===== config.mk =====
export PLATFORM = sky130hd
export DESIGN_NAME = uart_tx
export DESIGN_NICKNAME = d
export VERILOG_FILES = /design/src/rtl/uart_pkg.sv /design/src/rtl/uart_baud_tick.sv /design/src/rtl/uart_tx.sv
export SDC_FILE = /design/constraint.sdc
export NUM_CORES = 1
export LEC_CHECK = 0
export CAP_MARGIN = 40
export CORE_UTILIZATION = 65
export CTS_CLUSTER_DIAMETER = 60
export DETAILED_ROUTE_END_ITERATION = 8
export DONT_BUFFER_PORTS = 1
export HOLD_SLACK_MARGIN = 0.15
export PLACE_DENSITY = 0.86
export SKIP_CTS_REPAIR_TIMING = 1
export SLEW_MARGIN = 20
export SYNTH_ARGS = -nofsm -noshare
export SYNTH_HDL_FRONTEND = slang
export SYNTH_SLANG_ARGS = --single-unit

===== constraint.sdc =====
create_clock -name i_Clock -period 5.1 [get_ports i_Clock]
set_clock_uncertainty 0.2 [all_clocks]
set_input_delay 1.02 -clock i_Clock [delete_from_list [all_inputs] [get_ports i_Clock]]
set_output_delay 1.02 -clock i_Clock [all_outputs]
set_load 0.01 [all_outputs]

===== src/rtl/uart_pkg.sv =====
// Shared UART definitions: state encodings, data width and parity rule.
// Imported by the transmitter, the receiver and the bit timer.
package uart_pkg;

  localparam int DATA_BITS = 8;

  localparam logic [2:0] ST_IDLE   = 3'd0;
  localparam logic [2:0] ST_START  = 3'd1;
  localparam logic [2:0] ST_DATA   = 3'd2;
  localparam logic [2:0] ST_PARITY = 3'd3;
  localparam logic [2:0] ST_STOP   = 3'd4;
  localparam logic [2:0] ST_GUARD  = 3'd5;

  // Even parity: the parity bit makes the total count of ones even.
  function automatic logic even_parity(
    input logic [DATA_BITS-1:0] d
  );
    return ^d;
  endfunction

endpackage


===== src/rtl/uart_baud_tick.sv =====
// Bit timer: counts 0..CLKS_PER_BIT-1 while enabled, pulses on wrap.
// Restart forces the count back to zero so a new frame starts aligned.
module uart_baud_tick #(
  parameter int CLKS_PER_BIT = 3
) (
  input  logic i_Clock,
  input  logic i_Reset,
  input  logic i_Enable,
  input  logic i_Restart,
  output logic o_Wrap
);

  localparam logic [7:0] LAST = 8'(CLKS_PER_BIT - 1);

  logic [7:0] count;

  assign o_Wrap = i_Enable && (count == LAST);

  always_ff @(posedge i_Clock or posedge i_Reset) begin
    if (i_Reset) begin
      count <= '0;
    end else if (i_Restart || !i_Enable || o_Wrap) begin
      count <= '0;
    end else begin
      count <= count + 8'd1;
    end
  end

endmodule


===== src/rtl/uart_tx.sv =====
// UART transmitter: start, 8 data LSB-first, even parity, stop(s), guard.
// A one-deep holding register queues the next byte during a frame.
module uart_tx
  import uart_pkg::*;
#(
  parameter int CLKS_PER_BIT = 3,
  parameter int STOP_BITS    = 1
) (
  input  logic       i_Clock,
  input  logic       i_Reset,
  input  logic       i_Tx_DV,
  input  logic [7:0] i_Tx_Byte,
  output logic       o_Tx_Ready,
  output logic       o_Tx_Active,
  output logic       o_Tx_Serial,
  output logic       o_Tx_Done
);

  localparam logic STOP_LAST = 1'(STOP_BITS - 1);

  logic [2:0]           state;
  logic [2:0]           idx;
  logic [2:0]           idx_nx;
  logic [DATA_BITS-1:0] shift;
  logic [DATA_BITS-1:0] hold;
  logic                 hold_full;
  logic                 parity;
  logic                 stop_cnt;
  logic                 serial;
  logic                 wrap;
  logic                 launch;

  assign idx_nx = idx + 3'd1;

  // Launch from idle, or straight out of the guard bit with no gap.
  assign launch = hold_full &&
    ((state == ST_IDLE) || ((state == ST_GUARD) && wrap));

  assign o_Tx_Ready  = !hold_full;
  assign o_Tx_Active = (state != ST_IDLE);
  assign o_Tx_Serial = serial;
  assign o_Tx_Done   = (state == ST_GUARD) && wrap;

  uart_baud_tick #(
    .CLKS_PER_BIT(CLKS_PER_BIT)
  ) u_tick (
    .i_Clock  (i_Clock),
    .i_Reset  (i_Reset),
    .i_Enable (state != ST_IDLE),
    .i_Restart(launch),
    .o_Wrap   (wrap)
  );

  always_ff @(posedge i_Clock or posedge i_Reset) begin
    if (i_Reset) begin
      state     <= ST_IDLE;
      idx       <= '0;
      shift     <= '0;
      hold      <= '0;
      hold_full <= 1'b0;
      parity    <= 1'b0;
      stop_cnt  <= 1'b0;
      serial    <= 1'b1;
    end else begin
      if (i_Tx_DV && !hold_full) begin
        hold      <= i_Tx_Byte;
        hold_full <= 1'b1;
      end
      if (launch) begin
        shift     <= hold;
        parity    <= even_parity(hold);
        hold_full <= 1'b0;
        state     <= ST_START;
        idx       <= '0;
        serial    <= 1'b0;
      end else if (wrap) begin
        unique case (1'b1)
          (state == ST_START): begin
            state  <= ST_DATA;
            idx    <= '0;
            serial <= shift[0];
          end
          (state == ST_DATA): begin
            if (idx == 3'd7) begin
              state  <= ST_PARITY;
              serial <= parity;
            end else begin
              idx    <= idx_nx;
              serial <= shift[idx_nx];
            end
          end
          (state == ST_PARITY): begin
            state    <= ST_STOP;
            stop_cnt <= 1'b0;
            serial   <= 1'b1;
          end
          (state == ST_STOP): begin
            serial <= 1'b1;
            if (stop_cnt == STOP_LAST) begin
              state <= ST_GUARD;
            end else begin
              stop_cnt <= 1'b1;
            end
          end
          (state == ST_GUARD): begin
            state  <= ST_IDLE;
            serial <= 1'b1;
          end
          default: begin
            state  <= ST_IDLE;
            serial <= 1'b1;
          end
        endcase
      end
    end
  end

endmodule

==> impl_results.md <==
* Outcome: finished clean
* Htree depth at 2
* GR met3 Demand/Resource at 5.46%
* Yosys cell types at 37
* Worst Setup End Kind: output port
* Row count at 18
* Pwr dens at 634 nW/µm²
* Routed vias/inst at 5.96
* DRC viols at 0
* Multi-input logic area at 787 µm²
* Core area at 2480 µm²
* Drt wl/cell at 16.0 µm
* Nets at 163
* Clock Sinks at 34
* Critical path class: reg -> out
* Antenna Nets Post-Route at 0
* RePlAce Congestion at 0.892
* CP arrival at 2.08 ns
* Overall Global Routing Usage at 25.4%
* First-pass GRT wire length at ~5 mm
* Initial antenna violation count at 0
* Worst-path clk slew at roughly 0.10 ns
* Synth Flop Type: dfrtp_1
* Net Count, Synth at 161
* Vias in the first global route at 1078
* Final Max Slew Viols at 0
* Final Hold Viols at 0
* Initial Utilization at a little under 70%
* Startpoint types: register
* Yosys reg bits at 34
* Worst r2r path cells at 6
* Die Span Y at between 50 and 60 µm
* Gr ovfl total at 0
* Final core occ at slightly above 70%
* Sequential share of the synthesized area at 50.3%
* Met1 usage at 32.3%
* Synth warn at 0
* I/O Buffers at 0
* Die ar. at 2810 µm²
* Worst-Skew Late Latency at 0.33 ns
* RSZ-0062 raised after global routing: no
* Clk root buf: clkbuf_4
* Synthesized area at 1690 µm²
* CTS Buffer Depth at 2
* CTS tree: done
* Design Power at ~1.1 mW
* Drt first pass iters at 4
* Period utilization at 64.8%
* Post-synth EDFFs at 0
* Tightest Hold Check Type: reg -> reg
* M2 GR Usage at 41.1%
* Diode count at 0
* Seq. cell area at 852 µm²
* Setup violators final at 0
* # IOs at 15
* Worst VDD drop at 420 µV
* Cells after synthesis at 146
* Pin count of the biggest net entering global routing at 35
* Cell depth of the worst hold path at 1
* Critical path required time at 3.88 ns
* Slew headroom at between 50% and 60%
* Post-DP HPWL at 2.05 mm
* Leakage at 0.756 nW
* Number of fill cells at 185
* Fin crit period at 3.30 ns
* DIE WIDTH at 53.1 µm
* Max Freq at about 300 MHz
* CP Max Fanout at 11
* Via count at 1066
* Layout area overhead at 5.10%
* Max cap viols at 0
* Worst slew pin tran at 0.662 ns
* Routed WL at between 2 and 3 mm
* Setup TNS at 0 ns
* GRT Max-Usage Layer: met2
* Num CTS Buffers at 5
* Number of DRC violations after detailed-routing iteration 0 at 28
* Mean Syn Cell Area at 11.6 µm²
* Post-synth ARST share at between 90% and 100%
* Layout cells sized above 1 at 21.5%
-- final timing paths --
| kind | startpoint | end | slack (ns) |
|---|---|---|---|
| min in group asynchronous | i_Reset | parity | 0.45 |
| min reg2reg | shift[2] | shift[2] | 0.31 |
| max reg2reg | u_tick.count[0] | shift[7] | 2.73 |
| max in group asynchronous | i_Reset | o_Tx_Serial | 3.93 |
| max | u_tick.count[2] | o_Tx_Done | 1.80 |
| min | shift[2] | shift[2] | 0.31 |
-- critical path: stages, from the launching register on --
cell	delay, ns
dfrtp_1	0.46
nor3_1	0.41
nand3_1	0.42
nor3_1	0.47
-- metal layers --
layer	wire length (µm)	part of all wire [%]
met4	42	1.5
met3	99	3.5
met2	1420	50
met5	0	0
met1	1300	45
-- cells in the final DEF, fill, tap and decap left out, types with 2 or more instances in the layout --
master | synthesis | routed
xor2_1 | 2 | 2
nor3_1 | 6 | 6
mux2_2 | 18 | 18
nand3_1 | 4 | 4
o2bb2ai_1 | 2 | 2
nand2b_1 | 2 | 2
nor2_1 | 15 | 15
clkbuf_4 | 0 | 5
and2_1 | 2 | 2
nor3b_1 | 3 | 3
ha_1 | 4 | 4
xnor2_1 | 11 | 11
dfrtp_1 | 33 | 33
inv_1 | 5 | 5
nand2_1 | 9 | 9
o21ai_0 | 2 | 2
nor2b_1 | 3 | 3
a31oi_1 | 2 | 2
clkinv_2 | 0 | 2
or3_1 | 2 | 2
-- logic make-up after synthesis --
kind of cell               share of synthesized area [%]
buffers and inverters                               3.25
AOI/OAI and AO/OA                                   6.13
DFF                                                 50.3
adders and majority gates                           2.95
and+or+nand+nor                                     16.5
xor gates and xnor gates                            6.72
muxes                                               14.1
-- power by group --
group / internal [mW] / switching, mW
registers: 0.380 / 0.114
clock network: 0.102 / 0.0914
logic: 0.242 / 0.201
-- through the flow --
| step | std cells | setup WS, ns | area (µm²) | hold slack [ns] |
|---|---|---|---|---|
| floorplan | 146 | 2.47 | 1690 | 0.265 |
| detailed placement | 171 | 2.17 | 1700 | 0.295 |
| global placement | 171 | 2.28 | 1700 | 0.289 |
| finish | 179 | 1.80 | 1780 | 0.315 |
| global route | 179 | 1.56 | 1780 | 0.332 |
| CTS | 179 | 1.79 | 1780 | 0.319 |
-- flip-flops by register name, summed over array words and instances (netlist names) --
| name | flops |
|---|---|
| parity | 1 |
| state | 3 |
| hold | 8 |
| stop_cnt | 1 |
| idx | 3 |
| shift | 8 |
| u_tick.count | 8 |
| hold_full | 1 |
| o_Tx_Serial | 1 |
-- area by class of cell --
class,count,share of cell area (%)
inverter,5,1.05
multi-input combinational,101,44.2
timing repair buffer,1,0.422
tap,30,2.11
clock buffer,5,2.11
clock inverter,3,2.25
sequential,34,47.9
-- synth_stat cells (all sizes together), types with 2 or more instances --
library cell	count	share of area, %
dfrtp	33	49
nor2b	3	1.1
or3	2	0.74
o2bb2ai	2	1.0
mux2	18	12
nand3	4	1.2
inv	5	1.1
nor3	7	2.7
and2	2	0.74
ha	4	3.0
nand2	9	2.0
a31oi	2	0.74
o21ai	2	0.59
xnor2	11	5.7
nor2	15	3.3
clkbuf	2	0.44
xor2	2	1.0
nor3b	3	1.3
nand2b	2	0.74
buf	4	1.7
No activity file was read; power rests on OpenSTA's default activity.
